File: config.mk
export PLATFORM = sky130hd
export DESIGN_NAME = lcd_layer_mux
export DESIGN_NICKNAME = d
export VERILOG_FILES = /design/src/rtl/lcd_pkg.sv /design/src/rtl/lcd_rect_border_hit.sv /design/src/rtl/lcd_layer_mux.sv
export SDC_FILE = /design/constraint.sdc
export NUM_CORES = 1
export LEC_CHECK = 0
export BUFFER_PORTS_ARGS = -buffer_cell sky130_fd_sc_hd__buf_2
export CORE_ASPECT_RATIO = 2
export CORE_MARGIN = 2
export CORE_UTILIZATION = 47
export CTS_CLUSTER_SIZE = 10
export DETAILED_ROUTE_END_ITERATION = 12
export HOLD_SLACK_MARGIN = 0.03
export PLACE_DENSITY_LB_ADDON = 0.1
export SLEW_MARGIN = 10
export SYNTH_ARGS = -nofsm -noshare
export SYNTH_HDL_FRONTEND = slang
export SYNTH_SLANG_ARGS = --single-unit
File: constraint.sdc
create_clock -name lcd_clk_33m -period 2.5 [get_ports lcd_clk_33m]
set_input_delay 0 -clock lcd_clk_33m [delete_from_list [all_inputs] [get_ports lcd_clk_33m]]
set_output_delay 0 -clock lcd_clk_33m [all_outputs]
set_load 0.01 [all_outputs]
File: src/rtl/lcd_pkg.sv
// Shared LCD pipeline types, panel geometry and colour constants.
// Also holds the per-byte crossfade helper used by the layer mux fade option.
package lcd_pkg;

  typedef logic [23:0] pixel_t;
  typedef logic [10:0] coord_t;

  localparam int H_ACT = 800;
  localparam int V_ACT = 480;

  localparam pixel_t COLOR_BLACK = 24'h000000;
  localparam pixel_t COLOR_WHITE = 24'hFFFFFF;

  // Weighted mix of one colour byte: (a*(16-k) + b*k) >> 4, k in 0..16.
  function automatic logic [7:0] blend8(input logic [7:0] a,
                                        input logic [7:0] b,
                                        input logic [4:0] k);
    logic [12:0] sum;
    sum = 13'(a) * 13'(5'd16 - k) + 13'(b) * 13'(k);
    return sum[11:4];
  endfunction

endpackage

File: src/rtl/lcd_rect_border_hit.sv
// Combinational test: is (x,y) on the BORDER_W-thick frame of an inclusive rectangle.
// Uses one extra bit of headroom so edges at 0 or the max coordinate never wrap.
module lcd_rect_border_hit #(
  parameter int COORD_W  = 11,
  parameter int BORDER_W = 2
) (
  input  logic               en_i,
  input  logic [COORD_W-1:0] x_i,
  input  logic [COORD_W-1:0] y_i,
  input  logic [COORD_W-1:0] x0_i,
  input  logic [COORD_W-1:0] y0_i,
  input  logic [COORD_W-1:0] x1_i,
  input  logic [COORD_W-1:0] y1_i,
  output logic               hit_o
);

  localparam int EW = COORD_W + 1;
  localparam logic [EW-1:0] BW = EW'(BORDER_W);

  logic [EW-1:0] x, y, x0, y0, x1, y1;
  logic          in_x, in_y, near_edge;

  assign x  = {1'b0, x_i};
  assign y  = {1'b0, y_i};
  assign x0 = {1'b0, x0_i};
  assign y0 = {1'b0, y0_i};
  assign x1 = {1'b0, x1_i};
  assign y1 = {1'b0, y1_i};

  // An inverted rectangle fails both range tests, so it never hits.
  assign in_x = (x >= x0) && (x <= x1);
  assign in_y = (y >= y0) && (y <= y1);

  // "x > x1 - BW" written as "x + BW > x1" to avoid underflow near zero.
  assign near_edge = (x < x0 + BW) || (x + BW > x1) ||
                     (y < y0 + BW) || (y + BW > y1);

  assign hit_o = en_i && in_x && in_y && near_edge;

endmodule

File: src/rtl/lcd_layer_mux.sv
// N-source LCD pixel selector with frame-synchronous source switching,
// enable mask, background colour and highlight border overlay.
// Define LCD_LAYER_MUX_FADE_EN for a 16-frame crossfade on each switch (adds fade_busy, latency 2).
module lcd_layer_mux
  import lcd_pkg::*;
#(
  parameter int               NUM_SRC   = 4,
  parameter int               PIX_W     = 24,
  parameter int               COORD_W   = 11,
  parameter int               SEL_W     = 3,
  parameter logic [PIX_W-1:0] BG_COLOR  = PIX_W'(COLOR_BLACK),
  parameter int               BORDER_W  = 2,
  parameter bit               VSYNC_POL = 1'b0
) (
  input  logic                     lcd_clk_33m,
  input  logic                     rst_n,
  input  logic                     vsync,
  input  logic [COORD_W-1:0]       pix_x,
  input  logic [COORD_W-1:0]       pix_y,
  input  logic [NUM_SRC*PIX_W-1:0] src_data,
  input  logic [NUM_SRC-1:0]       src_en,
  input  logic [SEL_W-1:0]         sel_req,
  input  logic                     sel_req_valid,
  input  logic                     ovl_en,
  input  logic [COORD_W-1:0]       ovl_x0,
  input  logic [COORD_W-1:0]       ovl_y0,
  input  logic [COORD_W-1:0]       ovl_x1,
  input  logic [COORD_W-1:0]       ovl_y1,
  input  logic [PIX_W-1:0]         ovl_color,
  output logic [PIX_W-1:0]         pix_data,
  output logic [SEL_W-1:0]         active_sel,
  output logic                     sel_pending,
  output logic                     sel_err
`ifdef LCD_LAYER_MUX_FADE_EN
  ,
  output logic                     fade_busy
`endif
);

  localparam logic [SEL_W:0] NUM_SRC_W = (SEL_W + 1)'(NUM_SRC);

  logic             vsync_q;
  logic             frame_start;
  logic             commit;
  logic             req_ok, req_bad;

  logic [SEL_W-1:0] active_sel_q, active_sel_d;
  logic [SEL_W-1:0] pending_sel_q, pending_sel_d;
  logic             sel_pending_q, sel_pending_d;
  logic             sel_err_q, sel_err_d;

  logic             ovl_hit;
  logic [PIX_W-1:0] new_pix;
  logic [PIX_W-1:0] pix_data_q, pix_data_d;

  // Source pixel after the enable mask; disabled or out-of-range selects give BG_COLOR.
  function automatic logic [PIX_W-1:0] src_pixel(input logic [SEL_W-1:0]         s,
                                                  input logic [NUM_SRC*PIX_W-1:0] d,
                                                  input logic [NUM_SRC-1:0]       en);
    logic [PIX_W-1:0] p;
    p = BG_COLOR;
    for (int i = 0; i < NUM_SRC; i++) begin
      if ((s == SEL_W'(i)) && en[i]) p = d[i*PIX_W +: PIX_W];
    end
    return p;
  endfunction

  assign frame_start = (vsync == VSYNC_POL) && (vsync_q != VSYNC_POL);
  assign commit      = frame_start && sel_pending_q;
  assign req_ok      = sel_req_valid && ({1'b0, sel_req} < NUM_SRC_W);
  assign req_bad     = sel_req_valid && !req_ok;

  // Commit first, then a coincident request becomes pending for the next frame.
  always_comb begin
    active_sel_d  = active_sel_q;
    pending_sel_d = pending_sel_q;
    sel_pending_d = sel_pending_q;
    sel_err_d     = sel_err_q;
    if (commit) begin
      active_sel_d  = pending_sel_q;
      sel_pending_d = 1'b0;
    end
    if (req_ok) begin
      pending_sel_d = sel_req;
      sel_pending_d = 1'b1;
    end
    if (req_bad) sel_err_d = 1'b1;
  end

  always_ff @(posedge lcd_clk_33m or negedge rst_n) begin
    if (!rst_n) begin
      vsync_q       <= ~VSYNC_POL;
      active_sel_q  <= '0;
      pending_sel_q <= '0;
      sel_pending_q <= 1'b0;
      sel_err_q     <= 1'b0;
    end else begin
      vsync_q       <= vsync;
      active_sel_q  <= active_sel_d;
      pending_sel_q <= pending_sel_d;
      sel_pending_q <= sel_pending_d;
      sel_err_q     <= sel_err_d;
    end
  end

  lcd_rect_border_hit #(
    .COORD_W  (COORD_W),
    .BORDER_W (BORDER_W)
  ) u_border_hit (
    .en_i  (ovl_en),
    .x_i   (pix_x),
    .y_i   (pix_y),
    .x0_i  (ovl_x0),
    .y0_i  (ovl_y0),
    .x1_i  (ovl_x1),
    .y1_i  (ovl_y1),
    .hit_o (ovl_hit)
  );

  assign new_pix = src_pixel(active_sel_q, src_data, src_en);

`ifdef LCD_LAYER_MUX_FADE_EN
  logic [SEL_W-1:0] old_sel_q;
  logic [4:0]       fade_k_q;
  logic             fade_busy_q;
  logic [PIX_W-1:0] old_pix_q, new_pix_q, ovl_color_q, blend_d;
  logic [4:0]       k_s1_q;
  logic             ovl_hit_q;

  // k counts 1..16 across frames; the boundary after frame 16 ends the fade.
  always_ff @(posedge lcd_clk_33m or negedge rst_n) begin
    if (!rst_n) begin
      old_sel_q   <= '0;
      fade_k_q    <= 5'd16;
      fade_busy_q <= 1'b0;
    end else if (commit) begin
      old_sel_q   <= active_sel_q;
      fade_k_q    <= 5'd1;
      fade_busy_q <= 1'b1;
    end else if (frame_start && fade_busy_q) begin
      if (fade_k_q == 5'd16) fade_busy_q <= 1'b0;
      else                   fade_k_q    <= fade_k_q + 5'd1;
    end
  end

  always_ff @(posedge lcd_clk_33m or negedge rst_n) begin
    if (!rst_n) begin
      old_pix_q   <= '0;
      new_pix_q   <= '0;
      ovl_color_q <= '0;
      k_s1_q      <= 5'd16;
      ovl_hit_q   <= 1'b0;
    end else begin
      old_pix_q   <= src_pixel(old_sel_q, src_data, src_en);
      new_pix_q   <= new_pix;
      ovl_color_q <= ovl_color;
      k_s1_q      <= fade_busy_q ? fade_k_q : 5'd16;
      ovl_hit_q   <= ovl_hit;
    end
  end

  always_comb begin
    blend_d = '0;
    for (int b = 0; b < PIX_W / 8; b++) begin
      blend_d[b*8 +: 8] = blend8(old_pix_q[b*8 +: 8], new_pix_q[b*8 +: 8], k_s1_q);
    end
  end

  assign pix_data_d = ovl_hit_q ? ovl_color_q : blend_d;
  assign fade_busy  = fade_busy_q;
`else
  assign pix_data_d = ovl_hit ? ovl_color : new_pix;
`endif

  always_ff @(posedge lcd_clk_33m or negedge rst_n) begin
    if (!rst_n) pix_data_q <= '0;
    else        pix_data_q <= pix_data_d;
  end

  assign pix_data    = pix_data_q;
  assign active_sel  = active_sel_q;
  assign sel_pending = sel_pending_q;
  assign sel_err     = sel_err_q;

endmodule

* After elaboration in Yosys (flattened, before gate mapping)
Index checks and enable logic that the tools add are counted.
Storage, ports and cells: memories kept 0, bits in writable memories 0, bits in read-only memories 0, register bits 33, latch bits 0, logic and storage cells 49
Operators by class: multiply operators 0, div/mod/pow operators 0, add/sub/neg operators 4, muxes and demuxes 7, shifts and indexed selects 0, reductions and logical operators 19, eq/ne operators 3, bitwise logic cells 1, magnitude comparators 9
Operators by type and width (number):
- $mux W24 | 5
- $add A11 B2 Y12 const B | 4
- $gt A12 B11 Y1 | 2
- $lt A11 B12 Y1 | 2
- $ge A11 B11 Y1 | 2
- $le A11 B11 Y1 | 2
- $logic_and A1 B1 Y1 | 13
- $eq A3 B2 Y1 const B | 2
- $eq A3 B1 Y1 const B | 1
- $logic_not A3 Y1 | 1
- $logic_or A1 B1 Y1 | 3
- $lt A3 B3 Y1 const B | 1
- $mux W1 | 2
- $reduce_bool A2 Y1 | 1
- $logic_not A1 Y1 | 1
- $not A1 Y1 | 1

* Longest topological paths before layout
depth after elaboration 7, depth in mapped cells 13

* By module
Synthesis repeated with hierarchy kept, for this count alone.
Unflattened totals: cell total of the unflattened synthesis 582, area total of the unflattened synthesis 4548.1 µm²
By module, submodules not included:
- lcd_rect_border_hit | area an instance 2549.9 µm², cells each 330, seq. area each 0.0 µm², instances 1
- lcd_layer_mux | area an instance 1998.2 µm², cells each 252, seq. area each 827.0 µm², instances 1

* Worst setup path after synthesis
OpenSTA, ideal clock, no wires.
path type in2reg, start point input port ovl_x0[1], end point register pix_data_q[10], in the netlist pix_data[10], arrival 2.422 ns, slack -0.047 ns, buffers on the path 1, required time 2.375 ns, stages on the path 11, cells stage by stage ha_1 -> xnor2_1 -> ha_1 -> a21o_1 -> a221oi_1 -> o21ai_1 -> a221oi_2 -> nor4_2 -> a311oi_4 -> buf_8 -> mux2_4
On the way: cells in the longest elaborated chain, start to end 7, elaborated cells between the ends (all ways) 11, those cells by class add/sub: 1; order compare: 2; mux: 1; reduce/logical: 7
RTL lines:
- from (decl) | RTL line lcd_layer_mux.sv:25 | input logic [COORD_W-1:0] ovl_x0,
- $add A11 B2 Y12 | RTL line lcd_rect_border_hit.sv:35 | assign near_edge = (x < x0 + BW) || (x + BW > x1) ||
- $lt A11 B12 Y1 | RTL line lcd_rect_border_hit.sv:35
- $logic_or A1 B1 Y1 (2 in series) | RTL line lcd_rect_border_hit.sv:35
- $logic_or A1 B1 Y1 | RTL line lcd_rect_border_hit.sv:36 | (y < y0 + BW) || (y + BW > y1);
- $logic_and A1 B1 Y1 * | RTL line lcd_rect_border_hit.sv:38 | assign hit_o = en_i && in_x && in_y && near_edge;
- $mux W24 * | RTL line lcd_layer_mux.sv:172 | assign pix_data_d = ovl_hit ? ovl_color : new_pix;
- via pix_data_d[10] | RTL line lcd_layer_mux.sv:54 | logic [PIX_W-1:0] pix_data_q, pix_data_d;
- to (signal assigned) | RTL line lcd_layer_mux.sv:177 | else pix_data_q <= pix_data_d;
- to (decl) | RTL line lcd_layer_mux.sv:54
Mark *: on every way through the listed nets, which the timed path passes. The rest lies on a longest branch. A chain may end at the register's enable or synchronous reset.

* Worst setup path in the final report
start point input port pix_y[4], end point register pix_data_q[13], in the netlist pix_data[13]
On the way: cells in the longest elaborated chain, start to end 5, elaborated cells between the ends (all ways) 11, those cells by class add/sub: 1; order compare: 4; mux: 1; reduce/logical: 5
RTL lines:
- from (decl) | RTL line lcd_layer_mux.sv:19 | input logic [COORD_W-1:0] pix_y,
- $add A11 B2 Y12 (tied with other cells) | RTL line lcd_rect_border_hit.sv:36
- $gt A12 B11 Y1 (tied with other cells) | RTL line lcd_rect_border_hit.sv:36
- $logic_or A1 B1 Y1 or $logic_and A1 B1 Y1 (tied branches) | RTL line lcd_rect_border_hit.sv:36, lcd_rect_border_hit.sv:38
- $logic_and A1 B1 Y1 * | RTL line lcd_rect_border_hit.sv:38
- $mux W24 * | RTL line lcd_layer_mux.sv:172
- via pix_data_d[13] | RTL line lcd_layer_mux.sv:54
Marks and branches as above.

==> results.cfg <==
[cts]
cts_buffers = 5
cts_sinks = 33
cts-root-buf = clkbuf_16
cts_tree = done
h-tree-depth = 2
clk_pin_slew_worst_paths_ns = 0.05
clock_path_buffers = 2
clock_latency_ns = 0.28

[sta]
worst_slew_pin_slew_ns = 0.7373
final.period_utilization_pct = 99.16
rsz0062_at_grt = true
timing.fmax_mhz = 403.4
drv_slew = 0
slew_headroom_pct = 50.85
layout_min_cycle_time_ns = 2.479
setup_tns_ns = 0
hold_violations = 0
setup_viol = 0
clock_skew_ns = 0.005003
hold-worst-slack_ns = 0.05111

[routing]
post_drt_via_cell_ratio = 5.666
drt-pass1-iter-count = 4
vias = 5252
drc_errors = 0
routed_wl_um = 15900
wl_per_cell_um = 17.15
drtIter0Drc = 259
drtAntennaViolNets = 0

[synthesis]
synth_cell_types = 51
synth_top_area_share_pct = 25.15
avgSynthCellArea_um2 = 8.827
yosysMostFrequentCell = ha_1
seq_area_frac_synth_pct = 18.89
synthArstFlopShare_pct = 100.0
ys_warn_count = 0
synth_ff_type = dfrtp_1
synth_cells = 496
synth.area.top_cells = ha_1 25%, dfrtp_1 18%, a22oi_1 7.9%, mux2_4 6.9%, xnor2_1 5.4%
yosys_register_bits = 33
netlist_top_cells_count = 88 x ha_1, 50 x inv_1, 47 x nand2_1
syn_nets = 782
yosysTopAreaCell = ha_1
synth_edf_count = 0
syn_area_mm2 = 0.004378

[pwr]
pwr-share-clk_pct = 24.7
p_sw_share_pct = 33.76
p_per_area_mw_per_mm2 = 414.0
p_switching_mw = 0.9719
internal-power_mw = 1.907
ir_drop_mv = 0.2867
p_leak_nw = 3.702
comb_power_share_pct = 50.5
p_seq_share_pct = 24.8

[job]
maxCapViolations = 0

[worst_setup_path]
path_class = input pin to flop
worstPathArrival_ns = 2.64
cp-start-kind = input pin
endpoint_kind = flop
required_ns = 2.66
critPathMaxFanout = 6

[layout]
drive_above_1_share_pct = 44.90
area_growth_syn_to_layout_pct = 58.85
fin_util_pct = 77.16
nets = 1109

[global_routing]
grt_max_degree = 34
grt_pass1_wl_um = 24310
overflow = 0
antenna_found_initial = 1
grt_pass1_vias = 5460
grt_util_all_layers_pct = 30.03

[outcome]
outcome = finished, final reports clean

[place]
finalWeightedCongestion = 0.9214
portBuffers = 226
dp_hpwl_um = 12390

[floorplan]
die_w_um = 72.25
core_mm2 = 0.009012
die_h_um = 140.5
die_area_mm2 = 0.01015
io_pins = 227
start_util_pct = 48.58
row_count = 49

[hold_path]
min_path_type = input pin to flop
[cells in the final DEF (no fill, tap or decap), types with 3 or more instances in the layout]
| cell type | n |
|---|---|
| buf_2 | 218 |
| ha_1 | 85 |
| buf_4 | 71 |
| inv_1 | 49 |
| nand2_1 | 46 |
| a22oi_1 | 46 |
| dfrtp_1 | 32 |
| dlygate4sd3_1 | 31 |
| xnor2_1 | 26 |
| mux2_4 | 24 |
| a21oi_1 | 19 |
| nand3_1 | 18 |
| nand4_1 | 15 |
| o21ai_0 | 15 |
| nor2_1 | 11 |
| a21o_1 | 8 |
| o211ai_1 | 6 |
| buf_6 | 6 |
| xor2_1 | 5 |
| clkbuf_16 | 5 |
| o21a_1 | 4 |
| nor2b_1 | 4 |
| a211o_1 | 4 |
| nand3_4 | 3 |
| nor2_4 | 3 |
| nor3_4 | 3 |
| nand3_2 | 3 |
| nor3_2 | 3 |
| nor3_1 | 3 |
| mux2_2 | 3 |
[critical path, stage by stage]
cell,delay [ns]
buf_6,0.08
nand3_4,0.08
nor2_4,0.14
nand4_1,0.13
nor2_2,0.15
xor2_1,0.09
ha_1,0.31
nand3_2,0.10
a211o_1,0.33
a31oi_4,0.18
nor4_4,0.08
a311oi_4,0.33
buf_6,0.19
buf_12,0.14
mux2_4,0.30
[per-stage QoR]
| stage | area (um2) | setup WS, ns | total power, mW | std cells |
|---|---|---|---|---|
| after floorplan | 4437 | 0.006961 | 1.455 | 496 |
| after global placement | 6163 | -0.2970 | 2.002 | 880 |
| after detailed placement | 6163 | -0.3986 | 2.051 | 880 |
| after CTS | 6834 | -0.002224 | 2.827 | 925 |
| after global routing | 6954 | -0.1267 | 3.051 | 927 |
| final | 6954 | 0.02105 | 2.879 | 927 |
[power by group through the flow]
stage / Clock [mW] / Combinational, mW / Sequential (mW)
finish: 0.711 / 1.45 / 0.714
detailed placement: 0 / 1.33 / 0.720
CTS: 0.713 / 1.40 / 0.712
global route: 0.738 / 1.59 / 0.725
floorplan: 0 / 0.678 / 0.777
global placement: 0 / 1.28 / 0.718
[path summary, 6_finish.rpt]
kind | cells past startpoint | slack [ns] | from | end
max | 15 | 0.02 | pix_y[4] | pix_data[13]
min | 4 | 0.05 | sel_req[2] | pending_sel_q[1]
max reg2reg | 6 | 0.65 | active_sel[0] | pix_data[12]
min reg2reg | 2 | 0.48 | pending_sel_q[1] | pending_sel_q[1]
max in group asynchronous | 2 | 1.70 | rst_n | pix_data[1]
min in group asynchronous | 2 | 0.32 | rst_n | pix_data[11]
[kinds of logic (layout without fill, tap and decap cells)]
family          Yosys count  in the layout  synth area share (%)
fa+ha+maj                88             88                 25.15
buf+inv                  61            389                 5.744
flops                    33             33                 18.89
xor+xnor                 32             32                 6.402
mux                      27             27                 8.660
simple gates            131            131                 14.89
other cells               0              1                     0
compound gates          124            124                 20.26
[repair_timing]
action | CTS | global route
endpoints found under the setup margin | 24 | 24
buffers inserted | 3 | 2
hold endpoints to repair | 61 | 0
pin swaps | 11 | 26
cloned | 3 | 0
gates resized for setup | 18 | 36
hold buffers | 31 | 0
[flip-flops by register name, indices dropped and copies added (netlist names)]
name / cells
active_sel: 3
pix_data: 24
pending_sel_q: 3
sel_pending: 1
vsync_q: 1
sel_err: 1
[area by class of cell]
class | instances | area, um2
clock inverters | 1 | 30.03
diodes | 1 | 2.502
repair buffers | 331 | 2107
inverters | 50 | 187.7
multi-input cells | 402 | 3530
fillers | 640 | 2058
clock buffers | 7 | 142.6
flip-flops and latches | 33 | 827.0
well taps | 102 | 127.6
[metal layers]
metal | GRT usage, % | vias up | share of wire [%]
met5 | 0 | - | 0
met4 | 14.00 | 0 | 3.8
li1 | - | 2497 | -
met1 | 27.29 | 2484 | 32
met2 | 61.76 | 228 | 59
met3 | 2.878 | 43 | 5.2
Power figures use the tool's default switching activity.
